## src/rtl/pic_prio_ctrl.sv

```systemverilog
// pic_prio_ctrl -- sequential, parametrised priority interrupt controller.
//
// Requests from the peripheral lines are latched into a pending register and
// filtered by a software-writable mask. Arbitration uses fixed priority:
// the lower the index, the higher the priority. Nested in-service interrupts
// are tracked in isr. An interrupt is presented only if it outranks
// everything already in service.
//
// Optional feature macro: PIC_NMI_EN adds a non-maskable interrupt path
// (nmi / nmi_ack / nmi_o). This path bypasses the mask, the isr and the FSM.
//
// Ports:
//   clk         system clock, all state on the rising edge
//   rst         asynchronous, active-high reset
//   int_req     raw interrupt request lines (synchronous to clk)
//   mask_we     mask register write strobe
//   mask_wdata  new mask value (1 = masked)
//   int_ack     CPU accepts the interrupt currently presented
//   eoi         CPU end-of-interrupt pulse (retires highest-priority isr bit)
//   mask        current mask register
//   pending     current pending register
//   isr         in-service register
//   int_o       registered interrupt request to the CPU
//   int_id      registered index of the presented source
//   nmi         (PIC_NMI_EN) non-maskable request, rising-edge triggered
//   nmi_ack     (PIC_NMI_EN) CPU acknowledge for nmi_o
//   nmi_o       (PIC_NMI_EN) registered non-maskable interrupt to the CPU
//
// CPU handshake: int_o is the valid and int_ack is the ready. While int_o is
// high, int_o and int_id stay frozen until a cycle with int_ack high. On that
// edge the source moves from pending to isr and int_o drops. At least one
// idle cycle always separates two presentations. int_ack is ignored while
// int_o is low. The FSM state can be observed on int_o, which is high exactly
// when the FSM is in REQ.
module pic_prio_ctrl #(
    parameter int                 NUM_SRC   = 8,
    parameter int                 ID_W      = 3,
    parameter logic [NUM_SRC-1:0] TRIG_EDGE = {NUM_SRC{1'b1}}
) (
    input  logic               clk,
    input  logic               rst,
    input  logic [NUM_SRC-1:0] int_req,
    input  logic               mask_we,
    input  logic [NUM_SRC-1:0] mask_wdata,
    input  logic               int_ack,
    input  logic               eoi,
    output logic [NUM_SRC-1:0] mask,
    output logic [NUM_SRC-1:0] pending,
    output logic [NUM_SRC-1:0] isr,
    output logic               int_o,
    output logic [ID_W-1:0]    int_id
`ifdef PIC_NMI_EN
    ,
    input  logic               nmi,
    input  logic               nmi_ack,
    output logic               nmi_o
`endif
);

    typedef enum logic {
        IDLE = 1'b0,
        REQ  = 1'b1
    } state_t;

    state_t             state_q, state_d;
    logic [NUM_SRC-1:0] req_q;
    logic [NUM_SRC-1:0] mask_q;
    logic [NUM_SRC-1:0] pending_q, pending_d;
    logic [NUM_SRC-1:0] isr_q, isr_d;
    logic               int_o_q, int_o_d;
    logic [ID_W-1:0]    int_id_q, int_id_d;

    logic [NUM_SRC-1:0] eligible;
    logic [NUM_SRC-1:0] set_vec;
    logic [NUM_SRC-1:0] ack_vec;
    logic [NUM_SRC-1:0] eoi_vec;
    logic [ID_W-1:0]    win_idx;
    logic [ID_W-1:0]    isr_idx;
    logic               win_valid;
    logic               ack_fire;

    // Index of the lowest set bit. Returns 0 for an all-zero vector, so
    // callers must qualify the result themselves.
    function automatic logic [ID_W-1:0] lowest_idx(input logic [NUM_SRC-1:0] v);
        lowest_idx = '0;
        for (int i = NUM_SRC - 1; i >= 0; i--) begin
            if (v[i]) lowest_idx = ID_W'(i);
        end
    endfunction

    assign eligible  = pending_q & ~mask_q;
    assign win_idx   = lowest_idx(eligible);
    assign isr_idx   = lowest_idx(isr_q);
    // A winner preempts only if it strictly outranks the highest in-service bit.
    assign win_valid = (|eligible) && ((isr_q == '0) || (win_idx < isr_idx));

    assign ack_fire  = (state_q == REQ) && int_ack;
    assign ack_vec   = ack_fire ? (NUM_SRC'(1) << int_id_q) : '0;
    // Isolate the lowest set bit of isr. This is zero when isr is empty,
    // so an eoi with nothing in service does nothing.
    assign eoi_vec   = eoi ? (isr_q & (~isr_q + NUM_SRC'(1))) : '0;

    // Trigger detection. A level source counts as in service from its ack
    // cycle onward. Without this, a line still held high would re-pend on
    // the ack edge, and it would stay pending even after the line dropped
    // before the eoi.
    always_comb begin
        set_vec = '0;
        for (int i = 0; i < NUM_SRC; i++) begin
            if (TRIG_EDGE[i]) set_vec[i] = int_req[i] & ~req_q[i];
            else              set_vec[i] = int_req[i] & ~isr_q[i] & ~ack_vec[i];
        end
    end

    // A set in the same cycle as the ack-clear wins. For isr, the eoi clear
    // is applied to the old value before the ack sets the new bit.
    assign pending_d = (pending_q & ~ack_vec) | set_vec;
    assign isr_d     = (isr_q & ~eoi_vec) | ack_vec;

    always_comb begin
        state_d  = state_q;
        int_o_d  = int_o_q;
        int_id_d = int_id_q;
        case (state_q)
            IDLE: begin
                if (win_valid) begin
                    state_d  = REQ;
                    int_o_d  = 1'b1;
                    int_id_d = win_idx;
                end
            end
            REQ: begin
                if (int_ack) begin
                    state_d = IDLE;
                    int_o_d = 1'b0;
                end
            end
            default: begin
                state_d = IDLE;
                int_o_d = 1'b0;
            end
        endcase
    end

    always_ff @(posedge clk or posedge rst) begin
        if (rst) begin
            state_q   <= IDLE;
            req_q     <= '0;
            mask_q    <= '1;
            pending_q <= '0;
            isr_q     <= '0;
            int_o_q   <= 1'b0;
            int_id_q  <= '0;
        end else begin
            state_q   <= state_d;
            req_q     <= int_req;
            if (mask_we) mask_q <= mask_wdata;
            pending_q <= pending_d;
            isr_q     <= isr_d;
            int_o_q   <= int_o_d;
            int_id_q  <= int_id_d;
        end
    end

    assign mask    = mask_q;
    assign pending = pending_q;
    assign isr     = isr_q;
    assign int_o   = int_o_q;
    assign int_id  = int_id_q;

`ifdef PIC_NMI_EN
    logic nmi_q;
    logic nmi_o_q;

    // A fresh edge that coincides with nmi_ack keeps nmi_o set.
    always_ff @(posedge clk or posedge rst) begin
        if (rst) begin
            nmi_q   <= 1'b0;
            nmi_o_q <= 1'b0;
        end else begin
            nmi_q   <= nmi;
            nmi_o_q <= (nmi & ~nmi_q) | (nmi_o_q & ~nmi_ack);
        end
    end

    assign nmi_o = nmi_o_q;
`else
    // No non-maskable path in this build.
`endif

endmodule

```

## config.mk

```make
export PLATFORM = sky130hd
export DESIGN_NAME = pic_prio_ctrl
export DESIGN_NICKNAME = d
export VERILOG_FILES = /design/src/rtl/pic_prio_ctrl.sv
export SDC_FILE = /design/constraint.sdc
export NUM_CORES = 1
export LEC_CHECK = 0
export ABC_CLOCK_PERIOD_IN_PS = 2800
export CAP_MARGIN = 20
export CORE_UTILIZATION = 46
export DETAILED_ROUTE_END_ITERATION = 10
export GPL_TIMING_DRIVEN = 0
export PLACE_DENSITY = 0.78
export SLEW_MARGIN = 10
export SYNTH_ARGS = -nofsm -noshare
export SYNTH_HDL_FRONTEND = slang
export SYNTH_SLANG_ARGS = --single-unit
```

## constraint.sdc

```tcl
create_clock -name clk -period 2.8 [get_ports clk]
set_input_delay 0.56 -clock clk [delete_from_list [all_inputs] [get_ports clk]]
set_output_delay 0.56 -clock clk [all_outputs]
set_load 0.03 [all_outputs]
```

==> reports/results.tsv, run 1 <==
stage	metric	value	unit
run_status	status	finished clean	
drt	DRT iter0 DRCs	45	
setup_path	worst path bufs/invs	0	
setup_path	Worst Setup EP	int_id[2]	
placement	Buffers on Ports	47	
logic_synthesis	register area share after synthesis	56.80	%
power	Final Power	2.125	mW
layout	Inserted Diodes	0	
timing	fmax	379.8	MHz
timing	# setup viols final	0	
timing	final hold vios	0	
drt	Post-route DRC	0	
cts	Worst-path clk slew	0.10	ns
layout	register area	935.9	µm²
power	Static Leak	1.038	nW
setup_path	setup slack, reg-to-reg	0.17	ns
setup_path	Crit Path Class	flip-flop to flip-flop	
layout	most frequent cells in the layout	clkdlybuf4s50_1, dfrtp_1, nand2_1	
setup_path	crit path cell chain	nor2b_4 > nor4_2 > nor2b_1 > ha_1 > a21o_1 > a21oi_1 > a21o_1 > a31oi_2 > nor2b_4 > mux2_4	
logic_synthesis	Synth Area in Simple Gates	19.36	%
die	die footprint	3825	µm²
placement	gpl congestion	0.7960	
placement	Post-DP HPWL	2.616	mm
logic_synthesis	Unique masters post-synth	30	
drt	First-pass DRT Iterations	4	
cts	CTS tree	done	
die	# IOs	49	
cts	H-tree depth	2	
power	Int Pwr	1.246	mW
logic_synthesis	Syn Area/Cell	10.56	µm²
global_route	vias in the first global route	1212	
setup_path	Critical Path Stages	10	
logic_synthesis	post-synthesis instance total	156	
setup_path	reg2reg end	int_id[2]	
logic_synthesis	XOR/XNOR share of the synthesized area	0	%
power	clock power share	12.6	%
cts	Root Buffer	clkbuf_4	
cts	Worst-Skew Late Latency	0.35	ns
layout	fin nets	233	
setup_path	CP max FO	5	
setup_path	Critical Path Max Stage Delay	0.58	ns
logic_synthesis	Synth Area in Adders	1.519	%
drt	DR WL/cell	13.38	µm
min_path	Worst Hold Launch	req_q[5]	
layout	commonest non-fill, non-tap cell in the layout	clkdlybuf4s50_1	
drt	post-DR vias/cell	4.938	
timing	Worst Skew	0.008188	ns
timing	count of pins over their slew limit	0	
layout	Core Util, Final	65.89	%
logic_synthesis	largest family of logic cells by synthesized area	simple AND/OR/NAND/NOR gates	
die	Starting Density	48.62	%
logic_synthesis	Synth Area in Compound Gates	11.16	%
layout	share of cells above drive strength 1	17.06	%
logic_synthesis	multiplexer share of the synthesized area	7.289	%
run	Max Cap Viol	0	
setup_path	CP top delay family	simple AND/OR/NAND/NOR gates	
layout	Area Overhead vs Synth	35.54	%
layout	multi-input combinational cell area	654.4	µm²
setup_path	Crit. Startpoint	mask[0]	
global_route	initial antenna violation count	0	
timing	fin crit share	94.03	%
drt	WL final	3.438	mm
global_route	largest net degree at the start of global routing	38	
setup_path	CP Capture Type	flip-flop	
logic_synthesis	mapped cell area	1648	µm²
layout	Layout fillers	276	
power	Switching Fraction	41.36	%
power	Switch Pwr	879.1	µW
logic_synthesis	Area contributors post-synth	dfrtp_1, dfstp_2, nand2_1	
setup_path	Critical Path RT	3.04	ns
logic_synthesis	Yosys top cell by area	dfrtp_1	
setup_path	CP arrival	2.87	ns
logic_synthesis	Yosys reg bits	37	
cts	cts bufs inserted	5	
power	IR drop worst, VDD	434.8	µV
global_route	GRT Overall Usage	20.34	%
cts	Sink Count	37	
logic_synthesis	Syn Nets	179	
power	P per Cell Area	951.7	nW/µm²
setup_path	Setup crit start kind	flip-flop	
cts	Max clock buf depth	2	
timing	slew margin rel.	50.60	%
timing	fin crit period	2.633	ns
min_path	HP Class	flip-flop to flip-flop	
power	Comb pwr share	49.7	%
cts	hold_buf cts	0	
power	part of the power in registers	37.6	%
drt	total number of vias	1269	
global_route	Remaining Overflow, GRT	0	
setup_path	R2R cell count	10	
die	row count	21	
die	Die W	61.85	µm
setup_path	Slowest-stage cell, CP	dfstp_2	
setup_path	FF-to-FF Start	mask[0]	
logic_synthesis	area share of the largest cell type after synthesis	44.04	%
global_route	first-pass GRT wire length	5.375	mm
die	DIE HEIGHT	61.85	µm
drt	antenna-violating nets left	0	
die	core area	3390	µm²
logic_synthesis	synth warn	0	
timing	Slew @ Worst Pin	0.7400	ns
per-stage QoR:
step	area (µm²)	TNS (ns)	hold WS, ns	instances	setup WS, ns
CTS	2227	0	0.4243	257	0.08651
finish	2233	0	0.4189	257	0.1671
detailed placement	2176	0	0.4092	249	0.1133
floorplan	1648	0	0.3996	156	0.2766
global placement	2176	0	0.4016	249	0.1730
global route	2233	-0.01317	0.4422	257	-0.01317
metal layers:
layer	global-route usage [%]	up-vias	routed length [µm]
li1	-	628	-
met1	25.30	595	1550
met2	32.57	38	1630
met3	6.832	8	171
met4	8.571	0	85
met5	0	-	0
power groups by stage:
| stage | clock network [mW] | logic (mW) | registers (mW) |
|---|---|---|---|
| floorplan | 0 | 0.521 | 0.986 |
| global placement | 0 | 1.03 | 0.801 |
| detailed placement | 0 | 1.05 | 0.810 |
| CTS | 0.275 | 1.06 | 0.801 |
| global route | 0.296 | 1.15 | 0.823 |
| finish | 0.268 | 1.06 | 0.800 |
cell usage after synthesis:
master	number
dfrtp_1	29
nand2_1	28
inv_1	16
o21ai_0	13
dfstp_2	8
mux2_2	8
nor2b_1	7
nor2_1	6
a21o_1	4
a21oi_1	4
nand2b_1	4
nor3_1	3
nor4_1	3
ha_1	2
mux2_4	2
nand3_1	2
nor2b_4	2
o31ai_1	2
or3_4	2
a211oi_2	1
a311oi_1	1
a31oi_2	1
and3_1	1
clkbuf_1	1
nor2_2	1
nor2b_2	1
nor3b_1	1
o21ai_1	1
o21ai_2	1
o22ai_1	1
worst min path at each step:
stage	endpoint	slack (ns)	cells past startpoint
3_3_place_gp	pending[4]	0.40	1
2_1_floorplan	pending[0]	0.40	1
6_report	pending[5]	0.42	1
3_5_place_dp	pending[5]	0.41	1
5_1_grt	pending[3]	0.44	1
4_1_cts	pending[5]	0.42	1
kinds of logic (layout without fill, tap and decap cells):
group,count (synthesis),in the layout
flops,37,37
mux,10,10
compound gates,29,29
simple gates,61,61
buf+inv,17,72
fa+ha+maj,2,2
registers in the layout (all words and copies together), names as in the netlist:
| register | count |
|---|---|
| state_q | 1 |
| pending | 8 |
| int_id | 3 |
| isr | 8 |
| int_o | 1 |
| mask | 8 |
| req_q | 8 |
cell type report:
| class | instances | area share, % |
|---|---|---|
| well taps | 46 | 2.577 |
| plain buffers | 1 | 0.1681 |
| clock inverters | 2 | 0.4482 |
| clock buffers | 6 | 1.849 |
| multi-input cells | 102 | 29.30 |
| inverters | 16 | 2.689 |
| flip-flops and latches | 37 | 41.90 |
| repair buffers | 47 | 21.06 |
what timing repair did:
item,CTS,global route
setup endpoints to repair,0,2
buffers inserted,0,0
resized for setup,0,1
Power figures use the tool's default switching activity.
==> inputs of run 2 (changes only) <==
- ABC_CLOCK_PERIOD_IN_PS: 2800 -> unset
- CORE_UTILIZATION: 46 -> 42
- PLACE_DENSITY: 0.78 -> 0.75
- clock period: 2.8 -> 2.4 ns (I/O delays scaled with it)
==> run 2 against run 1 <==
  * The run now ends with setup timing left
  * Fmax rose by 6.5%
  * Clock skew is 0.0030 ns lower
  * First-iteration DRC count fell by 4.4%
  * Setup slack got worse by 0.24 ns
  * Largest power group unchanged
==> reports/results.tsv, run 2 (synthesized netlist as in run 1, its figures left out) <==
stage	metric	value	unit
run_status	status	complete, but fails checks	
setup_path	Critical Path RT	2.57	ns
die	# IOs	49	
run	Max Cap Viol	0	
setup_path	Setup crit start kind	flip-flop	
power	P per Cell Area	1226	nW/µm²
global_route	vias in the first global route	1416	
timing	fin crit share	103.0	%
die	row count	22	
timing	# setup viols final	2	
die	Die W	64.64	µm
cts	Max clock buf depth	2	
timing	setup TNS	-0.1405	ns
min_path	HP Class	flip-flop to flip-flop	
timing	Worst Skew	0.005173	ns
setup_path	cell mode on critical path	nor2b_4	
global_route	Remaining Overflow, GRT	0	
layout	Inserted Diodes	0	
cts	hold_buf cts	0	
cts	cts bufs inserted	5	
die	die footprint	4178	µm²
drt	DRT iter0 DRCs	43	
cts	Sink Count	37	
setup_path	crit path cell chain	nor2b_4 > nor4_4 > nor2b_4 > ha_4 > a21o_1 > a21oi_2 > a21o_1 > a31oi_2 > nor2b_4 > mux2_4	
setup_path	CP arrival	2.65	ns
global_route	GRT Overall Usage	20.76	%
power	Static Leak	1.162	nW
drt	Post-route DRC	0	
layout	share of cells above drive strength 1	26.82	%
cts	Root Buffer	clkbuf_8	
setup_path	worst path bufs/invs	0	
placement	gpl congestion	0.9025	
placement	Buffers on Ports	47	
drt	DR WL/cell	14.38	µm
power	IR drop worst, VDD	707.2	µV
setup_path	Slowest-stage cell, CP	dfstp_2	
drt	First-pass DRT Iterations	4	
layout	Layout fillers	302	
cts	Worst-Skew Late Latency	0.29	ns
die	core area	3716	µm²
timing	slew margin rel.	50.50	%
setup_path	setup slack, reg-to-reg	-0.07	ns
layout	commonest non-fill, non-tap cell in the layout	clkdlybuf4s50_1	
global_route	largest net degree at the start of global routing	38	
drt	total number of vias	1357	
setup_path	Critical Path Max Stage Delay	0.56	ns
placement	Post-DP HPWL	2.777	mm
die	Starting Density	44.34	%
die	DIE HEIGHT	64.64	µm
drt	antenna-violating nets left	0	
global_route	initial antenna violation count	0	
timing	Slew @ Worst Pin	0.7414	ns
layout	Area Overhead vs Synth	51.94	%
drt	WL final	3.854	mm
drt	post-DR vias/cell	5.063	
cts	Worst-path clk slew	0.07	ns
layout	most frequent cells in the layout	clkdlybuf4s50_1, dfrtp_1, nand2_1	
setup_path	CP max FO	4	
setup_path	CP Capture Type	flip-flop	
global_route	first-pass GRT wire length	6.520	mm
setup_path	CP top delay family	simple AND/OR/NAND/NOR gates	
timing	final hold vios	0	
run_status	failing checks	setup timing	
timing	fmax	404.4	MHz
timing	Worst Slack Setup Final	-0.07271	ns
timing	fin crit period	2.473	ns
layout	fin nets	242	
cts	H-tree depth	2	
timing	RSZ-0062 raised after global routing	yes	
setup_path	Crit Path Class	flip-flop to flip-flop	
timing	count of pins over their slew limit	0	
power	Final Power	3.069	mW
cts	CTS tree	done	
-- run 2: cell types whose count changed in the layout (fill, tap and decap cells not counted), sizes merged --
cell and change:
clkbuf -1, bufinv +2, buf +9, clkinv -1
-- run 2: cell type report --
class	instances	area, µm²	area share (%)
well taps	48	60.06	2.399
plain buffers	1	3.754	0.1499
inverters	16	60.06	2.399
multi-input cells	102	772.0	30.83
flip-flops and latches	37	935.9	37.38
repair buffers	56	538.0	21.49
clock inverters	3	65.06	2.599
clock buffers	5	68.82	2.749
-- run 2: final timing paths --
check	start	endpoint	depth (start not counted)
worst min-delay path	req_q[1]	pending[1]	1
worst max-delay path	mask[2]	int_id[2]	10
worst max register to register	mask[2]	int_id[2]	10
min in group asynchronous	rst	req_q[4]	2
worst min register to register	req_q[1]	pending[1]	1
max in group asynchronous	rst	pending[3]	2
-- run 2: stage by stage --
step	setup WS (ns)	hold WS (ns)	std cells	util, %	area [µm²]
2_1_floorplan	-0.03572	0.3996	156	-	1659
3_3_place_gp	-0.04990	0.4043	251	58.92	2190
3_5_place_dp	-0.1240	0.4125	251	58.92	2190
4_1_cts	-0.01417	0.4225	267	65.89	2449
5_1_grt	-0.1700	0.4243	268	67.37	2504
6_report	-0.07271	0.4162	268	67.37	2504
-- run 2: timing repair --
| action | 4_1_cts | 5_1_grt |
|---|---|---|
| setup buffers | 8 | 1 |
| pin swaps | 4 | 0 |
| resized for setup | 12 | 7 |
| endpoints found under the setup margin | 2 | 5 |
-- run 2: where the power goes --
group / switching (mW) / leakage [nW] / total [mW] / internal (mW)
registers: 0.187 / 0.422 / 0.959 / 0.772
clock network: 0.217 / 0.0681 / 0.630 / 0.413
logic: 0.752 / 0.672 / 1.48 / 0.728
total: 1.16 / 1.16 / 3.07 / 1.91
-- run 2: layer usage --
| metal | wire (µm) | global-route usage (%) | vias to the layer above |
|---|---|---|---|
| met1 | 1667 | 25.52 | 663 |
| met5 | 0 | 0 | - |
| li1 | - | - | 649 |
| met4 | 26 | 5.000 | 0 |
| met3 | 210 | 5.634 | 3 |
| met2 | 1949 | 36.05 | 42 |
